**src/rtl/filter_decimator_pkg.sv**
```systemverilog
// Shared definitions for the filter chain: default sample width, sample type
// and the clog2-derived widths used by the decimator and its output FIFO.
// The optional block-average decimation is selected with the macro
// FILTER_DECIMATOR_AVG_EN (see filter_decimator.sv).
package filter_pkg;

    localparam int DEFAULT_DATA_WIDTH   = 16;
    localparam int DEFAULT_DECIM_FACTOR = 4;
    localparam int DEFAULT_FIFO_DEPTH   = 8;

    typedef logic signed [DEFAULT_DATA_WIDTH-1:0] sample_t;

    // Counter/pointer width that never collapses to zero bits (a factor or
    // depth of 1 still needs a 1-bit register to be legal).
    function automatic int clog2_min1(input int value);
        return (value > 1) ? $clog2(value) : 1;
    endfunction

    localparam int DEFAULT_PTR_W   = clog2_min1(DEFAULT_FIFO_DEPTH);
    localparam int DEFAULT_LEVEL_W = $clog2(DEFAULT_FIFO_DEPTH) + 1;
    localparam int DEFAULT_PHASE_W = clog2_min1(DEFAULT_DECIM_FACTOR);

endpackage : filter_pkg

```
**src/rtl/filter_decimator_if.sv**
```systemverilog
// Sample-in / decimated-out bundle of the filter decimator. The slave modport
// is the decimator's view; the master modport is the filter/consumer side.
interface filter_decimator_if
    import filter_pkg::*;
#(
    parameter int DATA_WIDTH = DEFAULT_DATA_WIDTH,
    parameter int FIFO_DEPTH = DEFAULT_FIFO_DEPTH
);
    localparam int LEVEL_W = $clog2(FIFO_DEPTH) + 1;

    logic signed [DATA_WIDTH-1:0] data_in;
    logic                         in_valid;
    logic signed [DATA_WIDTH-1:0] out_data;
    logic                         out_valid;
    logic                         out_ready;
    logic [LEVEL_W-1:0]           fifo_level;
    logic                         overflow;
    logic                         clear_overflow;

    modport master (
        output data_in,
        output in_valid,
        input  out_data,
        input  out_valid,
        output out_ready,
        input  fifo_level,
        input  overflow,
        output clear_overflow
    );

    modport slave (
        input  data_in,
        input  in_valid,
        output out_data,
        output out_valid,
        input  out_ready,
        output fifo_level,
        output overflow,
        input  clear_overflow
    );

endinterface : filter_decimator_if

```
**src/rtl/filter_decimator_sample_fifo.sv**
```systemverilog
// Generic first-word-fall-through FIFO for filter-chain stages.
// The head entry is held in a register so the read port shows 0 after reset
// and keeps the last head while empty. The caller must only assert i_push
// when (!o_full || i_pop) and only assert i_pop when !o_empty.
module sample_fifo
    import filter_pkg::*;
#(
    parameter int WIDTH = DEFAULT_DATA_WIDTH,
    parameter int DEPTH = DEFAULT_FIFO_DEPTH,
    localparam int PTR_W   = clog2_min1(DEPTH),
    localparam int LEVEL_W = $clog2(DEPTH) + 1
) (
    input  logic               clk,
    input  logic               rst,
    input  logic               i_push,
    input  logic [WIDTH-1:0]   i_push_data,
    input  logic               i_pop,
    output logic [WIDTH-1:0]   o_head,
    output logic               o_full,
    output logic               o_empty,
    output logic [LEVEL_W-1:0] o_level
);

    logic [WIDTH-1:0]   r_mem [DEPTH];
    logic [PTR_W-1:0]   r_wr_ptr;
    logic [PTR_W-1:0]   r_rd_ptr;
    logic [LEVEL_W-1:0] r_level;
    logic [WIDTH-1:0]   r_head;
    logic [WIDTH-1:0]   w_head_next;
    logic [PTR_W-1:0]   w_rd_ptr_inc;

    assign w_rd_ptr_inc = r_rd_ptr + 1'b1;
    assign o_empty      = (r_level == '0);
    assign o_full       = (r_level == LEVEL_W'(DEPTH));
    assign o_level      = r_level;
    assign o_head       = r_head;

    // Storage write; the array itself is never reset.
    always_ff @(posedge clk) begin
        if (i_push) begin
            r_mem[r_wr_ptr] <= i_push_data;
        end
    end

    // Read/write pointers wrap naturally (DEPTH is a power of two).
    always_ff @(posedge clk or posedge rst) begin
        if (rst) begin
            r_wr_ptr <= '0;
            r_rd_ptr <= '0;
        end else begin
            if (i_push) r_wr_ptr <= r_wr_ptr + 1'b1;
            if (i_pop)  r_rd_ptr <= w_rd_ptr_inc;
        end
    end

    // Occupancy: unchanged on simultaneous push and pop.
    always_ff @(posedge clk or posedge rst) begin
        if (rst) begin
            r_level <= '0;
        end else if (i_push && !i_pop) begin
            r_level <= r_level + 1'b1;
        end else if (i_pop && !i_push) begin
            r_level <= r_level - 1'b1;
        end
    end

    // Next head: the entry behind the popped one, or a sample written into
    // an empty (or emptying) FIFO bypasses storage so it shows next cycle.
    always_comb begin
        w_head_next = r_head;
        if (i_pop) begin
            if (r_level > LEVEL_W'(1)) begin
                w_head_next = r_mem[w_rd_ptr_inc];
            end else if (i_push) begin
                w_head_next = i_push_data;
            end
        end else if (o_empty && i_push) begin
            w_head_next = i_push_data;
        end
    end

    // Head register: 0 after reset, holds last value while empty.
    always_ff @(posedge clk or posedge rst) begin
        if (rst) begin
            r_head <= '0;
        end else begin
            r_head <= w_head_next;
        end
    end

endmodule : sample_fifo

```
**src/rtl/filter_decimator.sv**
```systemverilog
// Decimates the moving-average filter output by DECIM_FACTOR and buffers the
// decimated samples in a FWFT FIFO with a valid/ready output. The filter has
// no backpressure, so a sample arriving at a full FIFO is dropped and the
// sticky overflow flag is raised.
// Build option FILTER_DECIMATOR_AVG_EN: push the floor-average of each group
// of DECIM_FACTOR samples instead of the last sample of the group.
module filter_decimator
    import filter_pkg::*;
#(
    parameter int DATA_WIDTH   = DEFAULT_DATA_WIDTH,
    parameter int DECIM_FACTOR = DEFAULT_DECIM_FACTOR,
    parameter int FIFO_DEPTH   = DEFAULT_FIFO_DEPTH
) (
    input  logic              clk,
    input  logic              rst,
    filter_decimator_if.slave dec
);

    localparam int PHASE_W = clog2_min1(DECIM_FACTOR);
    localparam int LEVEL_W = $clog2(FIFO_DEPTH) + 1;
    localparam logic [PHASE_W-1:0] PHASE_LAST = PHASE_W'(DECIM_FACTOR - 1);

    generate
        if (DECIM_FACTOR < 1) begin : g_bad_decim
            $error("filter_decimator: DECIM_FACTOR must be at least 1");
        end
        if ((FIFO_DEPTH < 2) || ((FIFO_DEPTH & (FIFO_DEPTH - 1)) != 0)) begin : g_bad_depth
            $error("filter_decimator: FIFO_DEPTH must be a power of 2 and at least 2");
        end
`ifdef FILTER_DECIMATOR_AVG_EN
        if ((DECIM_FACTOR & (DECIM_FACTOR - 1)) != 0) begin : g_bad_avg
            $error("filter_decimator: averaging needs a power-of-2 DECIM_FACTOR");
        end
`endif
    endgenerate

    logic [PHASE_W-1:0]    r_phase;
    logic                  r_overflow;
    logic                  w_event;
    logic                  w_pop;
    logic                  w_push;
    logic                  w_drop;
    logic                  w_full;
    logic                  w_empty;
    logic [DATA_WIDTH-1:0] w_dec_value;
    logic [DATA_WIDTH-1:0] w_head;
    logic [LEVEL_W-1:0]    w_level;

    assign w_event = dec.in_valid && (r_phase == PHASE_LAST);
    assign w_pop   = !w_empty && dec.out_ready;
    // A full FIFO still takes the sample when the consumer frees a slot
    // in the same cycle.
    assign w_push  = w_event && (!w_full || w_pop);
    assign w_drop  = w_event && w_full && !w_pop;

    // Phase within the current decimation group; only valid samples count.
    always_ff @(posedge clk or posedge rst) begin
        if (rst) begin
            r_phase <= '0;
        end else if (dec.in_valid) begin
            r_phase <= w_event ? '0 : r_phase + 1'b1;
        end
    end

`ifdef FILTER_DECIMATOR_AVG_EN
    localparam int SHIFT = $clog2(DECIM_FACTOR);
    localparam int ACC_W = DATA_WIDTH + SHIFT;

    logic signed [ACC_W-1:0] r_acc;
    logic signed [ACC_W-1:0] w_sum;
    logic signed [ACC_W-1:0] w_mean;

    // The event sample is folded in combinationally, so the group sum is
    // complete on the event cycle and the next group starts without a gap.
    assign w_sum       = r_acc + ACC_W'(dec.data_in);
    assign w_mean      = w_sum >>> SHIFT;
    assign w_dec_value = w_mean[DATA_WIDTH-1:0];

    // Group accumulator, cleared on each decimation event.
    always_ff @(posedge clk or posedge rst) begin
        if (rst) begin
            r_acc <= '0;
        end else if (dec.in_valid) begin
            r_acc <= w_event ? '0 : w_sum;
        end
    end
`else
    // Keep-last: the filter already band-limits, so just subsample.
    assign w_dec_value = dec.data_in;
`endif

    // Sticky overflow; a drop in the same cycle as a clear keeps it set.
    always_ff @(posedge clk or posedge rst) begin
        if (rst) begin
            r_overflow <= 1'b0;
        end else if (w_drop) begin
            r_overflow <= 1'b1;
        end else if (dec.clear_overflow) begin
            r_overflow <= 1'b0;
        end
    end

    sample_fifo #(
        .WIDTH (DATA_WIDTH),
        .DEPTH (FIFO_DEPTH)
    ) u_fifo (
        .clk         (clk),
        .rst         (rst),
        .i_push      (w_push),
        .i_push_data (w_dec_value),
        .i_pop       (w_pop),
        .o_head      (w_head),
        .o_full      (w_full),
        .o_empty     (w_empty),
        .o_level     (w_level)
    );

    assign dec.out_data   = w_head;
    assign dec.out_valid  = !w_empty;
    assign dec.fifo_level = w_level;
    assign dec.overflow   = r_overflow;

endmodule : filter_decimator

```
**src/flat_wrapper.sv**
```systemverilog
// flat-port wrapper written by rule: the top's interface ports become plain ports
module filter_decimator_flat import filter_pkg::*;
#(
    parameter int DATA_WIDTH   = DEFAULT_DATA_WIDTH,
    parameter int DECIM_FACTOR = DEFAULT_DECIM_FACTOR,
    parameter int FIFO_DEPTH   = DEFAULT_FIFO_DEPTH
)
  (clk, rst, dec_data_in, dec_in_valid, dec_out_data, dec_out_valid, dec_out_ready, dec_fifo_level, dec_overflow, dec_clear_overflow);
  filter_decimator_if #(.DATA_WIDTH(DATA_WIDTH), .FIFO_DEPTH(FIFO_DEPTH)) dec_i ();
  input  logic clk;
  input  logic rst;
  input wire logic [$bits(dec_i.data_in)-1:0] dec_data_in;
  input wire logic [$bits(dec_i.in_valid)-1:0] dec_in_valid;
  output wire logic [$bits(dec_i.out_data)-1:0] dec_out_data;
  output wire logic [$bits(dec_i.out_valid)-1:0] dec_out_valid;
  input wire logic [$bits(dec_i.out_ready)-1:0] dec_out_ready;
  output wire logic [$bits(dec_i.fifo_level)-1:0] dec_fifo_level;
  output wire logic [$bits(dec_i.overflow)-1:0] dec_overflow;
  input wire logic [$bits(dec_i.clear_overflow)-1:0] dec_clear_overflow;
  assign dec_i.data_in = dec_data_in;
  assign dec_i.in_valid = dec_in_valid;
  assign dec_out_data = dec_i.out_data;
  assign dec_out_valid = dec_i.out_valid;
  assign dec_i.out_ready = dec_out_ready;
  assign dec_fifo_level = dec_i.fifo_level;
  assign dec_overflow = dec_i.overflow;
  assign dec_i.clear_overflow = dec_clear_overflow;
  filter_decimator #(.DATA_WIDTH(DATA_WIDTH), .DECIM_FACTOR(DECIM_FACTOR), .FIFO_DEPTH(FIFO_DEPTH)) u_core (.clk(clk), .rst(rst), .dec(dec_i));
endmodule
```
**config.mk**
```make
export PLATFORM = sky130hd
export DESIGN_NAME = filter_decimator_flat
export DESIGN_NICKNAME = d
export VERILOG_FILES = /design/src/rtl/filter_decimator_pkg.sv /design/src/rtl/filter_decimator_if.sv /design/src/rtl/filter_decimator_sample_fifo.sv /design/src/rtl/filter_decimator.sv /design/src/flat_wrapper.sv
export SDC_FILE = /design/constraint.sdc
export NUM_CORES = 1
export LEC_CHECK = 0
export ABC_AREA = 1
export CAP_MARGIN = 10
export CORE_MARGIN = 5
export CORE_UTILIZATION = 24
export DETAILED_ROUTE_END_ITERATION = 12
export SLEW_MARGIN = 20
export SYNTH_ARGS = -nofsm -noshare
export SYNTH_HDL_FRONTEND = slang
export SYNTH_SLANG_ARGS = --single-unit
```
**constraint.sdc**
```tcl
create_clock -name clk -period 6.9 [get_ports clk]
set_input_delay 0.69 -clock clk [delete_from_list [all_inputs] [get_ports clk]]
set_output_delay 0.69 -clock clk [all_outputs]
set_load 0.02 [all_outputs]
```
# After elaboration in Yosys (flattened, before gate mapping)

Memories as Yosys holds them, arrays and structs flattened.
Cells that the tools add are included.

Register bits after elaboration: 29
Bits in writable memories: 128
Input port bits: 21
Output and inout bits: 22
Logic and storage cells: 45
Memories: 1

Add/sub/neg operators: 5
Order comparisons: 1
Eq/ne operators: 3
Muxes and demuxes: 11
Reductions and logical operators: 18

Memories:

| name                | depth | width | rd ports | clocked after memory_dff | wr ports | RTL line                           | RTL |
|---|---|---|---|---|---|---|---|
| u_core.u_fifo.r_mem | 8     | 16    | 1        | 0                        | 1        | filter_decimator_sample_fifo.sv:24 | `logic [WIDTH-1:0] r_mem [DEPTH];` |

Operators by type and width:

| kind                                               | number |
|---|---|
| 2-to-1 mux 16 bit                                  | 4 |
| logical AND 1 bit                                  | 8 |
| 2-to-1 mux 4 bit                                   | 2 |
| adder 3 x 1 -> 3 bit, second input constant        | 2 |
| nonzero test 2 bit                                 | 3 |
| adder 4 x 1 -> 4 bit, second input constant        | 1 |
| == test 4 bit, second input constant               | 1 |
| > comparator 4 x 1 -> 1 bit, second input constant | 1 |
| zero test 1 bit                                    | 4 |
| zero test 4 bit                                    | 1 |
| 2-to-1 mux 1 bit                                   | 4 |
| subtractor 4 x 1 -> 4 bit, second input constant   | 1 |
| != test 3 x 2 -> 1 bit, second input constant      | 1 |
| adder 2 x 1 -> 2 bit, second input constant        | 1 |
| == test 2 bit, second input constant               | 1 |
| 2-to-1 mux 2 bit                                   | 1 |
| AND reduction 2 bit                                | 1 |
| logical OR 1 bit                                   | 1 |

# Longest topological paths before layout

Word-level depth: 9
Gate-level depth with buffers: 11
Depth with buffers taken out: 11

# Cells and area by module

A second synthesis with hierarchy kept.

Cell total of the unflattened synthesis: 708
Area total of the unflattened synthesis: 7181.9 sq um

Modules (own cells, without submodules):

| module           | instances | cells an instance | area an instance (sq um) | seq. area each (sq um) |
|---|---|---|---|---|
| sample_fifo      | 1         | 686               | 7016.7                   | 4494.3 |
| filter_decimator | 1         | 22                | 165.2                    | 75.1 |

# Worst setup path before layout

OpenSTA, ideal clock, no wires.

Path kind: reg-to-reg
Start: register u_core.u_fifo.r_level[0], in the netlist u_core.u_fifo.o_level[0]
End: memory u_core.u_fifo.r_mem[0][0] (netlist name) (enable)
Library setup time: 0.388 ns
Data arrival time: 2.107 ns
Required time: 6.512 ns
Path slack: 4.404 ns
Stages on the path, launching flop included: 7
Buffers on the path: 0
Clock period less this slack: 2.496 ns
Cell sequence: dfrtp_1 inv_1 ha_1 nand4_1 nand2_1 or2_2 nor2_1

Cells in the longest elaborated chain, start to end: 7
Elaborated cells on any way between the ends: 9
Those cells by class: 1 x eq/ne; 2 x mux; 6 x reduce/logical

Ends and longest elaborated chain:

| element                                  | RTL line                           | RTL |
|---|---|---|
| from (decl)                              | filter_decimator_sample_fifo.sv:27 | `logic [LEVEL_W-1:0] r_level;` |
| from (signal assigned)                   | filter_decimator_sample_fifo.sv:61 | `r_level <= r_level + 1'b1;` |
| from (signal assigned)                   | filter_decimator_sample_fifo.sv:63 | `r_level <= r_level - 1'b1;` |
| zero test 4 bit                          | filter_decimator_sample_fifo.sv:33 | `assign o_empty = (r_level == '0);` |
| zero test 1 bit                          | filter_decimator.sv:50             | `assign w_pop = !w_empty && dec.out_ready;` |
| logical AND 1 bit                        | filter_decimator.sv:50             |  |
| logical OR 1 bit *                       | filter_decimator.sv:53             | `assign w_push = w_event && (!w_full \|\| w_pop);` |
| logical AND 1 bit *                      | filter_decimator.sv:53             |  |
| 2-to-1 mux 1 bit *                       | filter_decimator_sample_fifo.sv:40 | `if (i_push) begin` |
| 2-to-1 mux 1 bit (not written as such) * | filter_decimator_sample_fifo.sv:41 | `r_mem[r_wr_ptr] <= i_push_data;` |
| to (decl)                                | filter_decimator_sample_fifo.sv:24 |  |

Every way passes the cells marked *; elsewhere a longest branch is shown, timed or not.

# Final worst setup path

Start: input port dec_out_ready
End: memory u_core.u_fifo.r_mem[2][2] (netlist name) (enable)

Cells in the longest elaborated chain, start to end: 5

Ends and longest elaborated chain:

| element                                | RTL line                           | RTL |
|---|---|---|
| from (decl)                            | flat_wrapper.sv:16                 | `input wire logic [$bits(dec_i.out_ready)-1:0] dec_out_ready;` |
| logical AND 1 bit                      | filter_decimator.sv:50             |  |
| logical OR 1 bit                       | filter_decimator.sv:53             |  |
| logical AND 1 bit                      | filter_decimator.sv:53             |  |
| 2-to-1 mux 1 bit                       | filter_decimator_sample_fifo.sv:40 |  |
| 2-to-1 mux 1 bit (not written as such) | filter_decimator_sample_fifo.sv:41 |  |

No other way between the ends.

==> results.yml <==
sta:
  rsz0062_at_grt: "no"
  maxClockFrequency_mhz: 359.9
  final_hold_viol_count: 0
  tightest_slew_ns: 1.107
  max_slew_margin_pct: 26.13
  setup_tns_ns: 0
  maxSlewViolCount: 0
  fin_crit_sh_pct: 40.27
  period_minus_slack_ns: 2.779
  skew_ns: 0.01149
  finalSetupViolCount: 0
setup_path:
  cp.required_ns: 6.94
  critPathMaxStageDelay_ns: 0.83
  endpoint_kind: "flop"
  cp.arrival_ns: 2.82
  reg2reg_to: "u_core.u_fifo.r_mem[2][2]"
  rrSetupSlack_ns: 4.25
  cpLargestDelayFamily: "simple AND/OR/NAND/NOR gates"
  r2r_cells: 6
  reg2reg_from: "u_core.u_fifo.o_level[0]"
  start_kind: "primary input"
  crit_path_top_delay_cell: "nor2_2"
  worstSetupPathType: "in2reg"
  cp.buffers_inverters: 2
  cp_cell_sequence: "clkdlybuf4s50_1 > inv_1 > nand4_1 > nand2_1 > or2_2 > nor2_2"
  crit_fanout: 16
logic_synthesis:
  synthFlopType: "edfxtp_1"
  ys_seq_area_share_pct: 64.04
  async_flop_share_pct: 18.47
  syn_nets: 729
  synthCells: 700
  yosysUniqueCellTypes: 30
  netlist_area_mm2: 0.007136
  synth_edf_count: 128
  ys_ff_latch: 157
  ys_warn_count: 0
  avgSynthCellArea_um2: 10.19
global_routing:
  grt_pass1_vias: 4554
  overflow: 0
  grt_max_degree: 66
  grtUsageTotal_pct: 10.31
  grt_pass1_wl_um: 26320
  antenna_found_initial: 0
place:
  io_buffers: 42
  placed_cells: 1110
  hpwl_um: 9469
  routabilityCongestion: 0.7095
run:
  maxCapViolations: 0
die:
  die_x_um: 182.4
  core_mm2: 0.02948
  io_pins: 43
  dieArea_mm2: 0.03328
  num_rows: 63
  initial_core_util_pct: 24.20
  die_h_um: 182.4
cts:
  cts_tree: "done"
  cts_hold_buf: 0
  clk_latency_ns: 0.43
  cts_resized: 0
  cts_setup_buffers: 0
  h-tree-depth: 4
  clockBufferDepth: 2
  cts_buffers: 17
  cts-root-buf: "clkbuf_16"
  clkSlewWorstSetupHoldPaths_ns: 0.07
  cts.sinks: 157
routing:
  detail-route-antenna-nets: 0
  drtIter0Drc: 360
  vias: 4666
  wl_per_cell_um: 14.35
  first_pass_iters: 5
  drt_wl_total_um: 16390
  vias_per_cell: 4.086
  drc: 0
hold_path:
  min_from: "u_core.r_phase[0]"
  min_delay_worst_endpoint: "u_core.r_phase[0]"
  worstHoldPathCells: 1
  hold_path.class: "reg2reg"
power:
  leakagePower_nw: 3.542
  ir_drop_mv: 0.2329
  combPwrFrac_pct: 40.5
  p_clk_share_pct: 24.3
  power_switching_mw: 1.446
  p_seq_share_pct: 35.1
  intPower_mw: 2.114
  sw_frac_of_total_pct: 40.62
  powerDensity_mw_per_mm2: 419.4
status:
  outcome: "completed"
cells_and_area:
  areaGrowthSynthToFinish_pct: 18.97
  nets: 768
  num_antenna_cells: 0
  drive_gt1_share_pct: 10.64
  instances_no_fill: 1142
[layout make-up]
class | count | area [µm²]
timing repair buffer | 49 | 473.0
inverter | 129 | 486.7
fill | 3052 | 20990
clock inverter | 13 | 102.6
multi-input combinational | 385 | 1936
tap | 390 | 488.0
sequential | 157 | 4571
clock buffer | 19 | 432.9
[through the flow]
step                power (mW)  utilization [%]  area [µm²]  setup slack, ns  hold WS [ns]
floorplan                2.268                -        7136            4.404        0.4392
global route             3.826            28.80        8489            3.963        0.5019
global placement         2.700            26.93        7940            3.647        0.4550
detailed placement       2.732            26.98        7954            3.633        0.4712
finish                   3.560            28.80        8489            4.121        0.4872
CTS                      3.604            28.80        8489            4.075        0.4855
[synth_stat cells, types with 2 or more instances]
cell      number  area, µm²
nand2_1      174      653.1
inv_1        129      484.2
edfxtp_1     128       3844
nand3_1       97      485.5
nor2_1        32      120.1
dfrtp_1       29      725.7
a21oi_1       24      120.1
buf_2         18      90.09
a21oi_2       10      87.58
nor2_2        10      62.56
ha_1           8      100.1
o21ai_0        7      35.03
nand2_4        5      56.30
xor2_1         5      43.79
buf_4          4      30.03
clkbuf_1       4      15.01
buf_6          2      22.52
nand4_1        2      12.51
[per-layer routing]
metal  global-route usage [%]  wire (µm)  vias to the layer above
met1                    14.25       7847                     2224
met2                    16.14       7598                       96
li1                         -          -                     2333
met3                    2.571        790                       13
met5                        0          0                        -
met4                    2.882        155                        0
[flip-flops by register name (all words and copies together), names as in the netlist]
| register | flops |
|---|---|
| u_core.dec.overflow | 1 |
| u_core.r_phase | 2 |
| u_core.u_fifo.o_head | 16 |
| u_core.u_fifo.o_level | 4 |
| u_core.u_fifo.r_mem | 128 |
| u_core.u_fifo.r_rd_ptr | 3 |
| u_core.u_fifo.r_wr_ptr | 3 |
[layout by cell type, fill, tap and decap left out, types with 5 or more instances in the layout]
cell type	Yosys	final
buf_4	4	7
dfrtp_1	29	28
nand2_1	174	174
edfxtp_1	128	128
ha_1	8	8
nand2_4	5	5
clkbuf_16	0	17
nand3_1	97	97
xor2_1	5	5
inv_1	129	128
nor2_1	32	24
nor2_2	10	18
o21ai_0	7	7
inv_6	0	6
clkdlybuf4s50_1	0	42
a21oi_1	24	24
a21oi_2	10	10
[cell families after synthesis]
kind of cell,share of synthesized area [%]
adders and majority gates,1.403
DFF,64.04
muxes,0.1578
xor gates and xnor gates,1.192
and+or+nand+nor,20.45
buffers and inverters,9.276
AOI/OAI and AO/OA,3.489
[power groups by stage]
stage,registers (mW),logic (mW),clock network (mW)
after CTS,1.26,1.46,0.885
after floorplan,1.32,0.953,0
after global placement,1.27,1.43,0
after global routing,1.27,1.63,0.930
final,1.25,1.44,0.866
after detailed placement,1.27,1.46,0
[worst max-delay path by stage]
stage	startpoint	end	slack, ns	cells after the start
2_1_floorplan	u_core.u_fifo.o_level[0]	u_core.u_fifo.r_mem[0][0]	4.40	6
3_3_place_gp	dec_out_ready	u_core.u_fifo.r_mem[2][3]	3.65	6
3_5_place_dp	dec_out_ready	u_core.u_fifo.r_mem[2][3]	3.63	6
4_1_cts	dec_out_ready	u_core.u_fifo.r_mem[2][4]	4.08	6
5_1_grt	dec_out_ready	u_core.u_fifo.r_mem[2][4]	3.96	6
6_report	dec_out_ready	u_core.u_fifo.r_mem[2][2]	4.12	6
(Power assumes the default switching activity.)
